## config.mk

```make
export PLATFORM = sky130hd
export DESIGN_NAME = bcd_countdown_timer
export DESIGN_NICKNAME = d
export VERILOG_FILES = /design/src/rtl/bcd_timer_pkg.sv /design/src/rtl/bcd_down_digit.sv /design/src/rtl/bcd_countdown_timer.sv
export SDC_FILE = /design/constraint.sdc
export NUM_CORES = 1
export LEC_CHECK = 0
export ABC_CLOCK_PERIOD_IN_PS = 2670
export BUFFER_PORTS_ARGS = -buffer_cell sky130_fd_sc_hd__clkbuf_2
export CORE_ASPECT_RATIO = 1.25
export CORE_UTILIZATION = 58
export DETAILED_ROUTE_END_ITERATION = 10
export GPL_TIMING_DRIVEN = 1
export MAX_ROUTING_LAYER = met4
export PLACE_DENSITY_LB_ADDON = 0.25
export SYNTH_ARGS = -nofsm -noshare
export SYNTH_HDL_FRONTEND = slang
export SYNTH_SLANG_ARGS = --single-unit
```

## constraint.sdc

```tcl
create_clock -name clk -period 2.67 [get_ports clk]
set_input_delay 0.534 -clock clk [delete_from_list [all_inputs] [get_ports clk]]
set_output_delay 0.534 -clock clk [all_outputs]
set_load 0.02 [all_outputs]
```

## src/rtl/bcd_timer_pkg.sv

```systemverilog
// Shared definitions for the BCD countdown timer: FSM encoding, digit limits
// and preset saturation.
package bcd_timer_pkg;

  typedef logic [3:0] bcd_t;

  localparam logic [1:0] ST_IDLE  = 2'd0;
  localparam logic [1:0] ST_RUN   = 2'd1;
  localparam logic [1:0] ST_PAUSE = 2'd2;
  localparam logic [1:0] ST_DONE  = 2'd3;

  localparam bcd_t BCD_MAX = 4'd9;

  // Out-of-range preset nibbles clamp to 9 so the digits never hold a non-BCD code.
  function automatic bcd_t bcd_sat(input logic [3:0] nibble);
    return (nibble > BCD_MAX) ? BCD_MAX : nibble;
  endfunction

endpackage

```

## src/rtl/bcd_down_digit.sv

```systemverilog
// One BCD digit of the countdown chain: loadable, clearable, decrements 0 -> 9
// with a borrow out to the next more significant digit.
module bcd_down_digit
  import bcd_timer_pkg::*;
(
  input  logic       clk,
  input  logic       reset_n,
  input  logic       clr,
  input  logic       ld,
  input  logic [3:0] ld_val,
  input  logic       dec_en,
  output logic [3:0] q,
  output logic       borrow
);

  logic [3:0] r_q;

  always_ff @(posedge clk or negedge reset_n) begin
    if (!reset_n) begin
      r_q <= 4'd0;
    end else if (clr) begin
      r_q <= 4'd0;
    end else if (ld) begin
      r_q <= ld_val;
    end else if (dec_en) begin
      r_q <= (r_q == 4'd0) ? BCD_MAX : (r_q - 4'd1);
    end
  end

  assign q      = r_q;
  assign borrow = dec_en && (r_q == 4'd0);

endmodule

```

## src/rtl/bcd_countdown_timer.sv

```systemverilog
// Three-digit BCD countdown timer (XX.X s): preset load, start/stop/clear
// control, 0.1 s prescaler and expiry reporting.
module bcd_countdown_timer
  import bcd_timer_pkg::*;
#(
  parameter int DVSR = 10_000_000,
  parameter int PW   = 24
) (
  input  logic       clk,
  input  logic       reset_n,
  input  logic       load,
  input  logic [3:0] p2,
  input  logic [3:0] p1,
  input  logic [3:0] p0,
  input  logic       start,
  input  logic       stop,
  input  logic       clr,
  output logic [3:0] d2,
  output logic [3:0] d1,
  output logic [3:0] d0,
  output logic       busy,
  output logic       expired,
  output logic       done_tick
);

  localparam logic [PW-1:0] PRESC_LAST = PW'(DVSR - 1);

  logic [1:0]    r_state;
  logic [1:0]    w_state_nxt;
  logic [PW-1:0] r_presc;
  logic          r_done_tick;

  logic [3:0] w_q2, w_q1, w_q0;
  logic       w_b0, w_b1, w_b2;
  logic       w_in_run, w_tick, w_ld, w_stop, w_go, w_dec, w_expire;
  logic       w_zero, w_one;

  assign w_in_run = (r_state == ST_RUN);
  assign w_zero   = (w_q2 == 4'd0) && (w_q1 == 4'd0) && (w_q0 == 4'd0);
  assign w_one    = (w_q2 == 4'd0) && (w_q1 == 4'd0) && (w_q0 == 4'd1);
  assign w_tick   = w_in_run && (r_presc == PRESC_LAST);

  // Priority clr > load > stop > start; load is inert while running.
  assign w_ld     = !clr && load && !w_in_run;
  assign w_stop   = !clr && stop && w_in_run;
  assign w_go     = !clr && !load && !stop && start &&
                    (((r_state == ST_IDLE) && !w_zero) || (r_state == ST_PAUSE));
  assign w_dec    = w_tick && !clr && !stop;
  assign w_expire = w_dec && w_one;

  always_comb begin
    w_state_nxt = r_state;
    if (clr || w_ld) begin
      w_state_nxt = ST_IDLE;
    end else begin
      case (r_state)
        ST_IDLE:  if (w_go)     w_state_nxt = ST_RUN;
        ST_RUN: begin
          if (w_stop)        w_state_nxt = ST_PAUSE;
          else if (w_expire) w_state_nxt = ST_DONE;
        end
        ST_PAUSE: if (w_go)     w_state_nxt = ST_RUN;
        default:                w_state_nxt = r_state;
      endcase
    end
  end

  always_ff @(posedge clk or negedge reset_n) begin
    if (!reset_n) begin
      r_state <= ST_IDLE;
    end else begin
      r_state <= w_state_nxt;
    end
  end

  // A stop held in the tick cycle freezes the prescaler at its last value, so
  // the tick fires on the first cycle after resuming.
  always_ff @(posedge clk or negedge reset_n) begin
    if (!reset_n) begin
      r_presc <= '0;
    end else if (clr || w_ld) begin
      r_presc <= '0;
    end else if (w_in_run && !stop) begin
      r_presc <= w_tick ? '0 : (r_presc + PW'(1));
    end
  end

  always_ff @(posedge clk or negedge reset_n) begin
    if (!reset_n) begin
      r_done_tick <= 1'b0;
    end else begin
      r_done_tick <= w_expire;
    end
  end

  bcd_down_digit u_d0 (
    .clk    (clk),
    .reset_n(reset_n),
    .clr    (clr),
    .ld     (w_ld),
    .ld_val (bcd_sat(p0)),
    .dec_en (w_dec),
    .q      (w_q0),
    .borrow (w_b0)
  );

  bcd_down_digit u_d1 (
    .clk    (clk),
    .reset_n(reset_n),
    .clr    (clr),
    .ld     (w_ld),
    .ld_val (bcd_sat(p1)),
    .dec_en (w_b0),
    .q      (w_q1),
    .borrow (w_b1)
  );

  // The top digit's borrow would mean wrapping below 000, which expiry prevents.
  bcd_down_digit u_d2 (
    .clk    (clk),
    .reset_n(reset_n),
    .clr    (clr),
    .ld     (w_ld),
    .ld_val (bcd_sat(p2)),
    .dec_en (w_b1),
    .q      (w_q2),
    .borrow (w_b2)
  );

  assign d2        = w_q2;
  assign d1        = w_q1;
  assign d0        = w_q0;
  assign busy      = w_in_run;
  assign expired   = (r_state == ST_DONE);
  assign done_tick = r_done_tick;

  logic w_unused;
  assign w_unused = w_b2;

endmodule

```

Yosys cells after proc, flatten, opt, wreduce, memory -nomap -nowiden
Index checks and enable logic that the tools add are counted.
- input port bits: 18
- flip-flop bits (word level): 39
- output and inout port bits: 15
- word-level logic and storage cells: 80
- $lt $le $gt $ge: 3
- equality and inequality tests: 7
- $add $sub $neg: 4
- multiplexer cells: 23
- reduce and logical (&&, ||, !) cells: 37
- operators by type and width (kind ; count):
    two-way mux 24 bit ; 3
    two-way mux 4 bit ; 15
    adder 24 x 1 -> 24 bit, second input constant ; 1
    equality test 24 bit, second input constant ; 1
    logical AND 1 bit ; 19
    > comparator 4 bit, second input constant ; 3
    logical NOT 4 bit ; 3
    nonzero test 3 bit ; 4
    subtractor 4 x 1 -> 4 bit, second input constant ; 3
    two-way mux 2 bit ; 4
    logical NOT 1 bit ; 5
    equality test 2 bit, second input constant ; 2
    equality test 4 x 1 -> 1 bit, second input constant ; 1
    inequality test 4 x 1 -> 1 bit, second input constant ; 1
    one-hot mux 2 bit (2 select lines) ; 1
    inequality test 3 x 1 -> 1 bit, second input constant ; 1
    AND reduction 3 bit ; 1
    equality test 2 x 1 -> 1 bit, second input constant ; 1
    logical NOT 2 bit ; 1
    logical OR 1 bit ; 2
    nonzero test 2 bit ; 1
    OR reduction 2 bit ; 1

Longest topological paths before layout
Gate-level depths: netlist of the first run.
- depth in word-level cells: 10
- depth in mapped cells: 7
- mapped depth without buffers: 7

Modules after synthesis
From an unflattened synthesis of the first run, not the netlist that was laid out.
- cells, all modules: 279
- area, all modules: 2487.4 um2
- modules (own cells, without submodules) (module ; area each (um2) ; seq. area each (um2) ; instances ; cells each):
    bcd_countdown_timer ; 1759.2 ; 675.6 ; 1 ; 207
    bcd_down_digit ; 242.7 ; 100.1 ; 3 ; 24

Least setup slack after synthesis of the first run
No wires, ideal clock.
- path kind: input to register
- start point: input port clr
- end point: register u_d2.r_q[2], in the netlist u_d2.q[2]
- arrival time: 1916 ps
- data required time: 2545 ps
- library setup time: 125 ps
- slack: 630 ps
- stages on the path: 5
- path buffers: 0
- cell sequence: nor4b_4 > and3_1 > nand4_2 > o21ai_2 > mux2_2
- word-level cells in the longest chain between the ends: 6
- elaborated cells on any way between the ends: 10
- those cells by class: 2 x mux; 8 x reduce/logical
- ends and longest elaborated chain (element ; RTL line ; source):
    start: declaration ; bcd_countdown_timer.sv:17 ; input logic clr,
    logical NOT 1 bit ; bcd_countdown_timer.sv:44, bcd_countdown_timer.sv:48 ;
    logical AND 1 bit (2 in a row) ; bcd_countdown_timer.sv:48 ; assign w_dec = w_tick && !clr && !stop;
    logical AND 1 bit (2 in a row) ; bcd_down_digit.sv:31 ; assign borrow = dec_en && (r_q == 4'd0);
    nonzero test 3 bit (no line) ; - ;
    end signal: assignment ; bcd_down_digit.sv:24 ; r_q <= ld_val;
    end signal: assignment ; bcd_down_digit.sv:26 ; r_q <= (r_q == 4'd0) ? BCD_MAX : (r_q - 4'd1);
    end: declaration ; bcd_down_digit.sv:16 ; logic [3:0] r_q;
Several ways; a longest one is shown, not always the timed one.
A chain may end at the register's enable or synchronous reset.

Worst setup path in the final report of the first run
- start point: register r_presc[0]
- end point: register r_presc[8]
- word-level cells in the longest chain between the ends: 5
- elaborated cells on any way between the ends: 6
- those cells by class: 1 x add/sub; 1 x eq/ne; 3 x mux; 1 x reduce/logical
- ends and longest elaborated chain (element ; RTL line ; source):
    start: declaration ; bcd_countdown_timer.sv:30 ; logic [PW-1:0] r_presc;
    start signal: assignment ; bcd_countdown_timer.sv:84 ; r_presc <= w_tick ? '0 : (r_presc + PW'(1));
    parallel branches: the longest is 2 deep, another holds adder 24 x 1 -> 24 bit ; - ;
    two-way mux 24 bit (*) ; bcd_countdown_timer.sv:84 ;
    two-way mux 24 bit (*) ; bcd_countdown_timer.sv:83 ; end else if (w_in_run && !stop) begin
    two-way mux 24 bit (*) ; bcd_countdown_timer.sv:81 ; end else if (clr || w_ld) begin
Mark *: on every way between the ends. The select of a mux whose other input is x is not followed.

==> results of run 1 <==
==> sequential cells by signal (all words and copies together) (netlist names) <==
| name | cells |
|---|---|
| r_presc | 24 |
| u_d0.q | 4 |
| u_d1.q | 4 |
| u_d2.q | 4 |
| r_state | 2 |
| done_tick | 1 |
==> power by group through the flow <==
stage,Sequential (W),Clock (W),Combinational [W]
3_3_place_gp,0.000632,0,0.000215
6_report,0.000621,0.000505,0.000219
2_1_floorplan,0.000647,0,0.000114
4_1_cts,0.000621,0.000517,0.000219
3_5_place_dp,0.000633,0,0.000217
5_1_grt,0.000624,0.000537,0.000245
==> final cells by class <==
class,instances,area (um2)
repair buffers,43,243
clock buffers,6,82.6
clock inverters,2,35.0
fillers,328,1200
well taps,56,70.1
inverters,11,41.3
multi-input cells,237,1550
flip-flops and latches,39,976
==> routing by layer <==
metal	track usage, %	vias to the layer above	routed length, um
li1	-	1212	-
met1	32.6	1199	2640
met2	51.3	91	3370
met3	5.51	16	285
met4	13.3	0	127
met5	-	-	0
==> metrics by stage <==
step                      hold WS (ns)  instances  util, %
after CTS                        0.313        394     71.5
final                            0.295        394     71.5
after global routing             0.329        394     71.5
after detailed placement         0.515        386     68.7
after floorplan                  0.238        299        -
after global placement           0.514        386     68.7
==> how the worst max path moves through the flow <==
stage            endpoint  slack [ns]  cells after the start
4_1_cts        r_presc[8]        0.46                      7
3_3_place_gp    u_d2.q[2]        0.46                      6
3_5_place_dp    u_d2.q[2]        0.42                      6
2_1_floorplan   u_d2.q[2]        0.63                      5
6_report       r_presc[8]        0.44                      7
5_1_grt        r_presc[8]        0.19                      7
==> cell families after synthesis <==
family / after synthesis / synth area share [%]
AOI/OAI and AO/OA: 74 / 18.1
xor gates and xnor gates: 9 / 3.01
muxes: 9 / 3.53
adders and majority gates: 6 / 2.87
and+or+nand+nor: 139 / 31.8
DFF: 39 / 37.2
buffers and inverters: 23 / 3.49
==> worst max-delay path, cell delays in order, from the launching register on <==
cell	delay, ns
dfrtp_1	0.43
ha_1	0.27
and2_1	0.20
nand4_1	0.31
o21ai_0	0.42
buf_4	0.20
o22ai_1	0.07
a32o_1	0.22
==> Yosys cell counts, types with 5 or more instances <==
cell type | instances | area [um2]
o21bai_1 | 5 | 37.5
a211oi_1 | 7 | 52.6
dfrtp_1 | 39 | 976
a31oi_1 | 14 | 87.6
clkbuf_1 | 8 | 30.0
mux2i_1 | 7 | 70.1
ha_1 | 6 | 75.1
nand4_1 | 13 | 81.3
o21ai_0 | 16 | 80.1
nand3b_1 | 5 | 37.5
and3_1 | 9 | 56.3
nand2_1 | 20 | 75.1
and4_1 | 5 | 43.8
nor3_1 | 8 | 40.0
inv_1 | 11 | 41.3
nor4_1 | 5 | 31.3
nand3_1 | 12 | 60.1
a21oi_1 | 11 | 55.1
nor2_1 | 26 | 97.6
xor2_1 | 5 | 43.8
nor3b_1 | 7 | 52.6
==> impl_metrics.csv, run 1 <==
group,metric,value,unit
status,status,"completed",
die,die_w,62.1,um
cells_and_area,diodes,0,
sta,fmax,449,MHz
pwr,p_sw_share,26.2,%
cts,numCtsBuffers,5,
setup_path,critPathMaxFanout,8,
cts,htreeDepth,2,
cts,cts_resized,0,
setup_path,crit_arrival,2.40,ns
placement,post_dp_cell_area,2880,um2
min_path,hold_path.class,"in -> async",
die,coreArea,4200,um2
setup_path,worstSetupPathType,"reg -> reg",
route,drc,0,
logic_synthesis,synth_seq_cells,39,
die,std_cell_rows,26,
logic_synthesis,syn_nets,323,
cts,clk_latency,0.29,ns
cts,cts_root_buf,"clkbuf_8",
sta,slew_headroom,59.0,%
setup_path,critPathRequiredTime,2.85,ns
global_route,grt_pass1_wl,10900,um
sta,tns,0,ns
setup_path,worst_r2r_endpoint,"r_presc[8]",
global_route,grt_max_degree,40,
sta,fin_crit,2.23,ns
sta,rsz0062_at_grt,"no",
pwr,power_switching,0.000352,W
logic_synthesis,ys.flop_type,"dfrtp_1",
cts,cts-hold-fix-buffers,0,
die,dieArea,4790,um2
cts,clk_pin_slew_worst_paths,0.07,ns
cells_and_area,areaGrowthSynthToFinish,14.5,%
pwr,power_frac_seq,46.2,%
logic_synthesis,synthDistinctLibCells,53,
logic_synthesis,synth_edf_count,0,
die,floorplan.initialDensity,62.4,%
cts,cts_tree,"done",
pwr,internal_power,0.000993,W
placement,dp_slack,0.420,ns
setup_path,r2r_start,"r_presc[0]",
cts,post-cts-setup-buffer-count,0,
cells_and_area,nets,361,
setup_path,crit_start,"r_presc[0]",
route,wl_per_cell,16.3,um
die,io_pins,33,
cts,cts.sinks,39,
job,max-cap-violations,0,
logic_synthesis,synth.yosys.warnings,0,
placement,dp_hpwl,4760,um
setup_path,end_kind,"flip-flop",
logic_synthesis,synth_seq_area_share,37.2,%
global_route,grt_pass1_vias,2474,
logic_synthesis,synth_area_per_cell,8.76,um2
setup_path,start_kind,"flip-flop",
global_route,grt-ovfl-total,0,
cells_and_area,layout_commonest_cell,"dfrtp_1",
pwr,finalPower,0.00135,W
placement,gp_congestion,0.899,
cells_and_area,design_area,3000,um2
pwr,power_frac_comb,16.3,%
sta,worst_slew_pin_slew,0.609,ns
route,drtIter0Drc,246,
setup_path,r2r_cells,7,
pwr,clockPowerShare,37.5,%
sta,setup_viol,0,
logic_synthesis,async_reset_ff_share,100,%
route,ant_nets,0,
global_route,grt_use_total,29.5,%
placement,portBuffers,32,
route,viasPerCell,6.39,
sta,period_share,83.4,%
sta,fin_ws,0.443,ns
route,drt_wl_total,6420,um
route,dr.pass1.iters,5,
sta,hold_violations,0,
cells_and_area,final_layout_size_suffix_gt1_share,19.2,%
route,via_count,2518,
sta,drv_slew,0,
logic_synthesis,mappedNetlistArea,2620,um2
logic_synthesis,synthCells,299,
cts,clockBufferDepth,2,
cells_and_area,final_cell_mix,"dfrtp_1, clkbuf_2, nor2_1, nand2_1, o21ai_0",
pwr,vdd_drop_max,0.504,mV
sta,final.setup_skew,0.00158,ns
global_route,antenna_found_initial,0,
pwr,pwr_density_cell,448,nW/um2
setup_path,reg2reg_slack,0.44,ns
die,die_y,77.1,um
pwr,p_leak,1.31,nW
No activity file was read; power rests on OpenSTA's default activity.
==> inputs of run 2 (changes only) <==
--- a/config.mk
+++ b/config.mk
@@ -5,10 +5,10 @@
 export SDC_FILE = /design/constraint.sdc
 export NUM_CORES = 1
 export LEC_CHECK = 0
-export ABC_CLOCK_PERIOD_IN_PS = 2670
+export ABC_CLOCK_PERIOD_IN_PS = 1900
 export BUFFER_PORTS_ARGS = -buffer_cell sky130_fd_sc_hd__clkbuf_2
 export CORE_ASPECT_RATIO = 1.25
-export CORE_UTILIZATION = 58
+export CORE_UTILIZATION = 52
 export DETAILED_ROUTE_END_ITERATION = 10
 export GPL_TIMING_DRIVEN = 1
 export MAX_ROUTING_LAYER = met4
==> constraint.sdc (replaced) <==
create_clock -name clk -period 1.9 [get_ports clk]
set_input_delay 0.38 -clock clk [delete_from_list [all_inputs] [get_ports clk]]
set_output_delay 0.38 -clock clk [all_outputs]
set_load 0.02 [all_outputs]
==> run 2 against run 1 <==
  * Sequential power grew 41%
  * Maximum frequency grew 18%
  * Register-to-register slack lost 0.43 ns
  * Critical path depth shrank 2
  * Worst setup slack lost 0.43 ns
  * Global-route usage shrank 0.53 points
==> impl_metrics.csv, run 2 (synthesis gave the netlist of run 1 again) <==
group,metric,value,unit
status,status,"completed",
setup_path,critPathMaxStageDelay,0.52,ns
sta,setup_viol,0,
placement,dp_hpwl,5400,um
cells_and_area,areaGrowthSynthToFinish,26.6,%
sta,hold_violations,0,
cts,numCtsBuffers,5,
pwr,p_sw_share,29.1,%
pwr,clockPowerShare,31.0,%
sta,tns,0,ns
sta,period_share,99.5,%
setup_path,worstSetupPathType,"reg -> reg",
pwr,vdd_drop_max,0.350,mV
route,drtIter0Drc,233,
sta,worst_slew_pin_slew,0.549,ns
setup_path,critical-path-top-delay-family,"simple AND/OR/NAND/NOR gates",
cts,cts_tree,"done",
setup_path,r2r_cells,5,
setup_path,crit_path_top_delay_cell,"or4_1",
die,floorplan.initialDensity,54.6,%
route,drc,0,
route,dr.pass1.iters,5,
placement,gp_congestion,0.972,
sta,fmax,529,MHz
route,viasPerCell,6.23,
sta,slew_headroom,63.4,%
route,drt_wl_total,7280,um
setup_path,cp_cell_sequence,"nor4b_4 -> and3_1 -> nand4_2 -> or4_1 -> nand3_1",
placement,portBuffers,32,
setup_path,crit_arrival,2.11,ns
setup_path,crit_buf_inv,0,
cts,htreeDepth,2,
cells_and_area,final_layout_size_suffix_gt1_share,29.3,%
die,dieArea,5330,um2
cts,cts.sinks,39,
route,via_count,2672,
cells_and_area,diodes,0,
pwr,power_switching,0.000512,W
cts,clk_latency,0.29,ns
route,wl_per_cell,17.0,um
route,ant_nets,0,
pwr,internal_power,0.00125,W
cts,cts_root_buf,"clkbuf_8",
setup_path,r2r_start,"r_state[1]",
global_route,grt_max_degree,22,
cts,clockBufferDepth,2,
global_route,grt-ovfl-total,0,
cells_and_area,multiInputGateArea,1640,um2
sta,fin_crit,1.89,ns
cts,cts-hold-fix-buffers,0,
die,die_w,65.5,um
die,coreArea,4800,um2
global_route,antenna_found_initial,0,
setup_path,crit_cells,5,
pwr,power_frac_comb,19.4,%
global_route,grt_pass1_vias,2473,
setup_path,reg2reg_slack,0.01,ns
pwr,pwr_density_cell,531,nW/um2
setup_path,critPathRequiredTime,2.12,ns
cells_and_area,largest_register_ffs,24,
setup_path,start_kind,"flip-flop",
cells_and_area,top_register,"r_presc",
global_route,grt_use_total,29.0,%
sta,holdWs,0.0649,ns
setup_path,end_kind,"flip-flop",
global_route,grt_pass1_wl,11400,um
cts,clk_pin_slew_worst_paths,0.08,ns
cells_and_area,layout_commonest_cell,"buf_4",
sta,final.setup_skew,0.00460,ns
die,std_cell_rows,28,
cells_and_area,final_cell_mix,"buf_4, dfrtp_1, clkbuf_2, nor2_1, nand2_1",
setup_path,worst_r2r_endpoint,"u_d0.q[2]",
die,die_y,81.4,um
setup_path,critPathMaxFanout,6,
pwr,power_frac_seq,49.7,%
pwr,p_leak,1.46,nW
sta,drv_slew,0,
cells_and_area,n_fill_cell,368,
die,io_pins,33,
job,max-cap-violations,0,
cells_and_area,final-seq-area,980,um2
cells_and_area,nets,392,
sta,rsz0062_at_grt,"yes",
min_path,hold_path.class,"in -> async",
==> run 2: cell types whose count changed in the layout (fill, tap and decap cells not counted), moves of 2 or more <==
cell	previous run	this run
nor4b_4	1	3
buf_12	0	2
nor3b_1	7	4
nor3_1	8	6
dfrtp_1	39	36
buf_4	11	40
clkbuf_1	0	2
nor3b_2	0	2
dfrtp_2	0	3
==> run 2: power by group through the flow <==
stage	logic, W	registers, W	clock network [W]
3_3_place_gp	0.000324	0.000888	0
6_report	0.000341	0.000874	0.000545
2_1_floorplan	0.000162	0.000910	0
4_1_cts	0.000331	0.000873	0.000565
3_5_place_dp	0.000329	0.000889	0
5_1_grt	0.000375	0.000876	0.000597
==> run 2: worst max path at each step <==
stage                           from   endpoint  slack [ns]
after floorplan           r_state[1]  u_d2.q[2]       0.003
after global placement    r_presc[8]  u_d1.q[3]        0.03
after detailed placement  r_presc[8]  u_d1.q[3]       -0.03
after CTS                 r_presc[8]  u_d1.q[3]       -0.05
after global routing      r_state[1]  u_d0.q[2]       -0.05
final                     r_state[1]  u_d0.q[2]        0.01
==> run 2: layout make-up <==
type / instances / area share (%)
inverter: 11 / 1.25
timing repair buffer: 74 / 15.1
sequential: 39 / 29.5
clock inverter: 1 / 0.151
multi-input combinational: 237 / 49.4
clock buffer: 7 / 2.30
tap: 60 / 2.26
==> run 2: layer usage <==
metal  track usage, %  wire (um)  up-vias
met4             10.2        234        0
li1                 -          -     1268
met1             33.6       2930     1273
met2             49.8       3770      108
met3             5.34        341       23
met5                -          0        -
==> run 2: timing repair <==
item                                    in CTS  in global routing
gates resized for setup                      0                 18
buffers inserted                             0                  3
endpoints found under the setup margin       3                 22
pin swaps                                    1                  7
==> run 2: worst register-to-register path: cells and delay by family, from the launching register on <==
family	cells	cell delay, ns
and+or+nand+nor	5	1.37
DFF	1	0.45
==> run 2: stage by stage <==
| step | total power, W | std cells | setup WS [ns] | utilization [%] | cell area [um2] |
|---|---|---|---|---|---|
| floorplan | 0.00107 | 299 | 0.00311 | - | 2630 |
| global placement | 0.00121 | 418 | 0.0330 | 65.3 | 3130 |
| detailed placement | 0.00122 | 418 | -0.0332 | 65.3 | 3130 |
| CTS | 0.00177 | 426 | -0.0515 | 67.0 | 3210 |
| global route | 0.00185 | 429 | -0.0523 | 69.1 | 3320 |
| finish | 0.00176 | 429 | 0.0101 | 69.1 | 3320 |
